**src/rtl/fetch_stage_pkg.sv**
```systemverilog
// Shared fetch-stage definitions: FSM encodings and PC constants.
package fetch_stage_pkg;

  typedef enum logic [1:0] {
    FETCH   = 2'd0,
    HOLD    = 2'd1,
    DISCARD = 2'd2
  } fetch_state_e;

  localparam logic [31:0] DEFAULT_RESET_PC = 32'h0000_0000;
  localparam logic [31:0] PC_INC           = 32'd4;
  localparam logic [31:0] PC_ALIGN_MASK    = 32'hFFFF_FFFC;

endpackage

```
**src/rtl/adder_32bit.sv**
```systemverilog
// 32-bit modulo-2^32 adder, no carry out.
// Latency: combinational. Backpressure: none.
module adder_32bit (
  input  logic [31:0] a,
  input  logic [31:0] b,
  output logic [31:0] sum
);

  assign sum = a + b;

endmodule

```
**src/rtl/mux_2x1_32bit.sv**
```systemverilog
// 32-bit two-way select: i_sel=0 picks i_d0, i_sel=1 picks i_d1.
// Latency: combinational. Backpressure: none.
module mux_2x1_32bit (
  input  logic        i_sel,
  input  logic [31:0] i_d0,
  input  logic [31:0] i_d1,
  output logic [31:0] o_y
);

  assign o_y = i_sel ? i_d1 : i_d0;

endmodule

```
**src/rtl/fetch_stage.sv**
```systemverilog
// Instruction fetch: owns the PC, issues req/ack imem reads, buffers {pc, pc+4, instr} for decode.
// Latency: one instruction per 2 cycles with 0-wait memory; redirect reaches memory 1 cycle later.
// Backpressure: a one-entry buffer holds all id_* outputs stable while id_ready_i is low.
module fetch_stage
  import fetch_stage_pkg::*;
#(
  parameter int unsigned     XLEN     = 32,
  parameter logic [XLEN-1:0] RESET_PC = DEFAULT_RESET_PC
) (
  input  logic            clk,
  input  logic            rst,
  output logic            imem_req_o,
  output logic [XLEN-1:0] imem_addr_o,
  input  logic            imem_ack_i,
  input  logic [XLEN-1:0] imem_rdata_i,
  input  logic            redirect_i,
  input  logic [XLEN-1:0] redirect_pc_i,
  output logic            id_valid_o,
  input  logic            id_ready_i,
  output logic [XLEN-1:0] id_pc_o,
  output logic [XLEN-1:0] id_pc_plus4_o,
  output logic [XLEN-1:0] id_instr_o
);

  fetch_state_e    r_state;
  fetch_state_e    w_state_nxt;
  logic [XLEN-1:0] r_pc;
  logic [XLEN-1:0] r_stale_addr;
  logic            r_id_valid;
  logic [XLEN-1:0] r_id_pc;
  logic [XLEN-1:0] r_id_pc_plus4;
  logic [XLEN-1:0] r_id_instr;

  logic [XLEN-1:0] w_pc_plus4;
  logic [XLEN-1:0] w_redirect_pc;
  logic [XLEN-1:0] w_next_pc;
  logic            w_pc_en;
  logic            w_buf_load;
  logic            w_buf_clear;

  adder_32bit u_pc_adder (
    .a   (r_pc),
    .b   (PC_INC),
    .sum (w_pc_plus4)
  );

  assign w_redirect_pc = redirect_pc_i & PC_ALIGN_MASK;

  mux_2x1_32bit u_next_pc_mux (
    .i_sel (redirect_i),
    .i_d0  (w_pc_plus4),
    .i_d1  (w_redirect_pc),
    .o_y   (w_next_pc)
  );

  always_comb begin
    w_state_nxt = r_state;
    w_pc_en     = redirect_i;
    w_buf_load  = 1'b0;
    w_buf_clear = redirect_i;
    case (r_state)
      FETCH: begin
        if (redirect_i) begin
          // An outstanding request must complete before the new PC can be issued.
          w_state_nxt = imem_ack_i ? FETCH : DISCARD;
        end else if (imem_ack_i) begin
          w_state_nxt = HOLD;
          w_pc_en     = 1'b1;
          w_buf_load  = 1'b1;
        end
      end
      HOLD: begin
        if (redirect_i || id_ready_i) begin
          w_state_nxt = FETCH;
          w_buf_clear = 1'b1;
        end
      end
      DISCARD: begin
        // The stale read is finished once acked, even if another redirect lands now.
        if (imem_ack_i) begin
          w_state_nxt = FETCH;
        end
      end
      default: begin
        w_state_nxt = FETCH;
      end
    endcase
  end

  always_ff @(posedge clk or posedge rst) begin
    if (rst) begin
      r_state <= FETCH;
    end else begin
      r_state <= w_state_nxt;
    end
  end

  always_ff @(posedge clk or posedge rst) begin
    if (rst) begin
      r_pc <= RESET_PC;
    end else if (w_pc_en) begin
      r_pc <= w_next_pc;
    end
  end

  // Remembers the in-flight address so it stays on the bus after a redirect moves the PC.
  always_ff @(posedge clk or posedge rst) begin
    if (rst) begin
      r_stale_addr <= '0;
    end else if (r_state == FETCH) begin
      r_stale_addr <= r_pc;
    end
  end

  always_ff @(posedge clk or posedge rst) begin
    if (rst) begin
      r_id_valid    <= 1'b0;
      r_id_pc       <= '0;
      r_id_pc_plus4 <= '0;
      r_id_instr    <= '0;
    end else begin
      if (w_buf_load) begin
        r_id_valid    <= 1'b1;
        r_id_pc       <= r_pc;
        r_id_pc_plus4 <= w_pc_plus4;
        r_id_instr    <= imem_rdata_i;
      end else if (w_buf_clear) begin
        r_id_valid    <= 1'b0;
      end
    end
  end

  assign imem_req_o    = (r_state == FETCH) || (r_state == DISCARD);
  assign imem_addr_o   = (r_state == DISCARD) ? r_stale_addr : r_pc;
  assign id_valid_o    = r_id_valid;
  assign id_pc_o       = r_id_pc;
  assign id_pc_plus4_o = r_id_pc_plus4;
  assign id_instr_o    = r_id_instr;

endmodule

```
**config.mk**
```make
export PLATFORM = sky130hd
export DESIGN_NAME = fetch_stage
export DESIGN_NICKNAME = d
export VERILOG_FILES = /design/src/rtl/fetch_stage_pkg.sv /design/src/rtl/adder_32bit.sv /design/src/rtl/mux_2x1_32bit.sv /design/src/rtl/fetch_stage.sv
export SDC_FILE = /design/constraint.sdc
export NUM_CORES = 1
export LEC_CHECK = 0
export ABC_AREA = 1
export CORE_UTILIZATION = 49
export DETAILED_ROUTE_END_ITERATION = 7
export GPL_TIMING_DRIVEN = 0
export PLACE_DENSITY = 0.82
export SYNTH_ARGS = -nofsm -noshare
export SYNTH_HDL_FRONTEND = slang
export SYNTH_SLANG_ARGS = --single-unit
```
**constraint.sdc**
```tcl
create_clock -name clk -period 8.8 [get_ports clk]
set_clock_uncertainty 0.2 [all_clocks]
set_input_delay 0.88 -clock clk [delete_from_list [all_inputs] [get_ports clk]]
set_output_delay 0.88 -clock clk [all_outputs]
set_load 0.01 [all_outputs]
```
Word level (Yosys, flattened, before mapping)
Index checks and enable logic that the tools add are counted. Widths: inputs -> output; s select.

$add $sub $neg: 1. Eq/ne operators: 5. Mux-type cells: 17. Reduce and logical (&&, ||, !) cells: 5.

Operator list (count): $mux 32 (2); $add 32x3->32 const B (1); $mux 2 (5); $mux 1 (9); $pmux 2 s3 (1); $ne 2x2->1 const B (2); $ne 3x3->1 const B (1); $reduce_and 3->1 (1); $eq 2x1->1 const B (1); $eq 2x2->1 const B (1); $logic_not 2->1 (1); $logic_or 1x1->1 (2); $reduce_bool 2->1 (1).

Register bits: 163. Bits of input ports: 69. Output and inout port bits: 130. Word-level logic and storage cells: 35.

Logic depth before layout (Yosys ltp)
Depth in word-level cells: 5. Gate-level depth with buffers: 9. Depth with buffers taken out: 9.

By module
From an unflattened synthesis, not the netlist that was laid out.

Cells, all modules: 1380. Area, all modules: 9586.7 um2.

By module, submodules not included: fetch_stage (instances 1, cells an instance 782, area an instance 6710.2 um2, sequential area each 4078.9 um2); adder_32bit (instances 1, cells an instance 494, area an instance 2384.8 um2, sequential area each 0.0 um2); mux_2x1_32bit (instances 1, cells an instance 104, area an instance 491.7 um2, sequential area each 0.0 um2).

Least setup slack after synthesis
OpenSTA, ideal clock, no wires.

Path kind: reg2out. Start point: register r_state[0]. End point: output port imem_addr_o[10]. Arrival: 1.114 ns. Setup slack: 6.606 ns. Cell stages (with the launch flop): 6. Buffers on the path: 1. Cell sequence: dfrtp_1 inv_1 nand2_1 clkbuf_1 nand2_1 o21ai_0.

Longest elaborated chain between the ends: 2.

RTL lines: start, declared (RTL line fetch_stage.sv:25) `fetch_state_e r_state;`; start signal, assigned (RTL line fetch_stage.sv:94) `r_state <= w_state_nxt;`; $eq 2x2->1 (RTL line fetch_stage.sv:134) `assign imem_addr_o = (r_state == DISCARD) ? r_stale_addr : r_pc;`; $mux 32 (RTL line fetch_stage.sv:134); end, declared (RTL line fetch_stage.sv:13) `output logic [XLEN-1:0] imem_addr_o,`.

No other way between the ends.

Worst setup path after layout
Start point: register r_state[0]. End point: output port imem_addr_o[29].

The elaborated chain is that of the path after synthesis.

==> impl_metrics.ini <==
[yosys]
synth_area_leader_cell = dfrtp_1
yosysSeqAreaShare_pct = 55.1
synth_top_area_share_pct = 55.1
synth.distinct_cells = 28
synth_area_um2 = 7040
syn-instance-count = 902
synth_area_leaders = dfrtp_1 (55%), nand2_1 (21%), o21ai_0 (7.5%)
yosys_warnings = 0
yosys_register_bits = 155
synth_area_per_cell_um2 = 7.81

[detailed_routing]
routed_wirelength_um = 21000
drt_pass1_iterations = 6
first_iter_violations = 692
post_drt_wl_per_cell_um = 16.1
vias = 6802
avgViaCountPerCell = 5.20
post-route-drc-count = 0
ant_nets = 0

[final_layout]
final_nets = 1186
mostFrequentLayoutCells = nand2_1 (387), clkdlybuf4s50_1 (189), dfrtp_1 (155)
layout_commonest_cell = nand2_1
drive_gt1_share_pct = 5.67
syn_to_final_growth_pct = 39.2
seqCellArea_um2 = 3880
finish.utilization_pct = 70.3
antenna_cells = 0
multi_input_area_um2 = 2630
fill_cells = 1060

[worst_setup_path]
cp_max_fo = 10
required_ns = 7.72
critPathLaunch = r_state[0]
r2r-start = r_pc[2]
timing.rr.end = id_pc_plus4_o[30]
reg2reg_slack_ns = 6.58
cp-start-kind = flip-flop
arrival_ns = 2.47
path_class = reg -> out
worstSetupEndpointType = output port
r2r_cells = 8

[sta]
hold_viol_final = 0
slew_headroom_pct = 59.9
setup_violations = 0
drv_slew = 0
rsz0062_at_grt = no
finalCriticalPeriod_ns = 3.55
worstMarginPinSlew_ns = 0.601
finalCritPeriodShare_pct = 40.3
tns_ns = 0
whs_ns = 0.270
fmax_mhz = 282

[run_status]
status = finished, final reports clean

[global_route]
antenna_found_initial = 0
grt_util_all_layers_pct = 30.2
overflow = 0
grt_pass1_wl_um = 33500
grt_max_degree = 101
grt_pass1_vias = 6571

[min_path]
hold_path_depth = 2
hold_path_class = reg -> reg
min_from = id_instr_o[22]
holdPathEnd = id_instr_o[22]

[placement]
dp_hpwl_um = 14900
place.gp.congestion = 0.894
port_buffers = 189

[die]
die_area_um2 = 14900
die_y_um = 122
rows = 43
boundaryPins = 199
die_w_um = 122
initial_core_util_pct = 50.5
core_um2 = 13900

[power_and_ir_drop]
peakVddDrop_v = 0.000130
total_power_mw = 2.32
power_density_nw_per_um2 = 237
leakagePower_nw = 4.76

[clocking]
cts_buffers = 17
ctsHoldBuffers = 0
insertion_delay_ns = 0.42
numClockSinks = 155
root_buffer = clkbuf_16
h-tree-depth = 4
clkSlewWorstSetupHoldPaths_ns = 0.06
cts_tree = done
cts_buffer_depth = 2
cts_setup_buffers = 0
cts_resized = 0

[flow_run]
maxCapViolations = 0
-- Yosys cell counts --
cell	n
inv_2	2
o31ai_1	1
nor2_4	2
or2_2	1
xnor2_1	1
nand2_1	387
o21ai_1	5
ha_1	1
o211ai_1	7
clkbuf_1	17
a21oi_1	1
o21ai_0	106
buf_2	14
nor2_2	4
nand3_1	53
a211oi_1	1
clkbuf_2	1
dfrtp_1	155
and2_1	2
buf_4	6
nand2_2	2
buf_6	1
nor2_1	37
inv_1	86
nor2_8	1
buf_1	6
conb_1	1
o22ai_1	1
-- per-stage QoR --
step	instances	area, um2	setup WS, ns
2_1_floorplan	907	7060	3.54
3_3_place_gp	1276	9180	1.52
3_5_place_dp	1277	9210	5.72
4_1_cts	1308	9800	5.26
5_1_grt	1308	9800	5.12
6_report	1308	9800	5.25
-- sequential cells by signal (all words and copies together), names as in the netlist --
register	cells
id_pc_o	30
id_instr_o	32
id_valid_o	1
r_stale_addr	30
r_state	2
r_pc	30
id_pc_plus4_o	30
-- cell families after synthesis --
group                    Yosys count  synth area share (%)
XOR/XNOR                           1                 0.124
adder cells (fa/ha/maj)            1                 0.178
AO/OA/AOI/OAI                    122                  9.01
buffers and inverters            133                  7.78
flip-flops                       155                  55.1
AND/OR/NAND/NOR                  489                  27.8
other                              1                0.0533
-- worst max path at each step --
| stage | slack, ns | endpoint | cells after the start |
|---|---|---|---|
| 6_report | 5.25 | imem_addr_o[29] | 6 |
| 5_1_grt | 5.12 | imem_addr_o[11] | 6 |
| 4_1_cts | 5.26 | imem_addr_o[29] | 6 |
| 3_5_place_dp | 5.72 | imem_addr_o[31] | 6 |
| 3_3_place_gp | 1.52 | id_pc_plus4_o[24] | 2 |
| 2_1_floorplan | 3.54 | id_instr_o[0] | 1 |
-- worst max-delay path, cell delays in order (launching register included) --
cell	delay (ns)
dfrtp_1	0.42
inv_1	0.10
nand2_1	0.21
clkbuf_1	0.48
nand2_1	0.09
o21ai_0	0.15
clkdlybuf4s50_1	0.60
-- report_power, final --
part	internal, mW	total, mW	leakage, nW	switching, mW
logic	0.322	0.638	2.55	0.316
registers	0.857	0.955	1.93	0.0985
clock network	0.453	0.729	0.285	0.276
total	1.63	2.32	4.76	0.691
-- per-layer routing --
layer / track usage [%] / share of wire (%) / up-vias
li1: - / - / 3223
met1: 36.7 / 39 / 3213
met2: 49.3 / 48 / 329
met3: 9.74 / 10 / 37
met4: 12.3 / 2.6 / 0
met5: 0 / 0 / -
-- area by class of cell --
cell class | count | share of cell area, %
flip-flops and latches | 155 | 39.6
repair buffers | 190 | 19.6
plain buffers | 45 | 2.22
multi-input cells | 619 | 26.9
clock inverters | 6 | 0.868
well taps | 180 | 2.30
inverters | 88 | 3.42
clock buffers | 25 | 5.16
No activity file was read; power rests on OpenSTA's default activity.
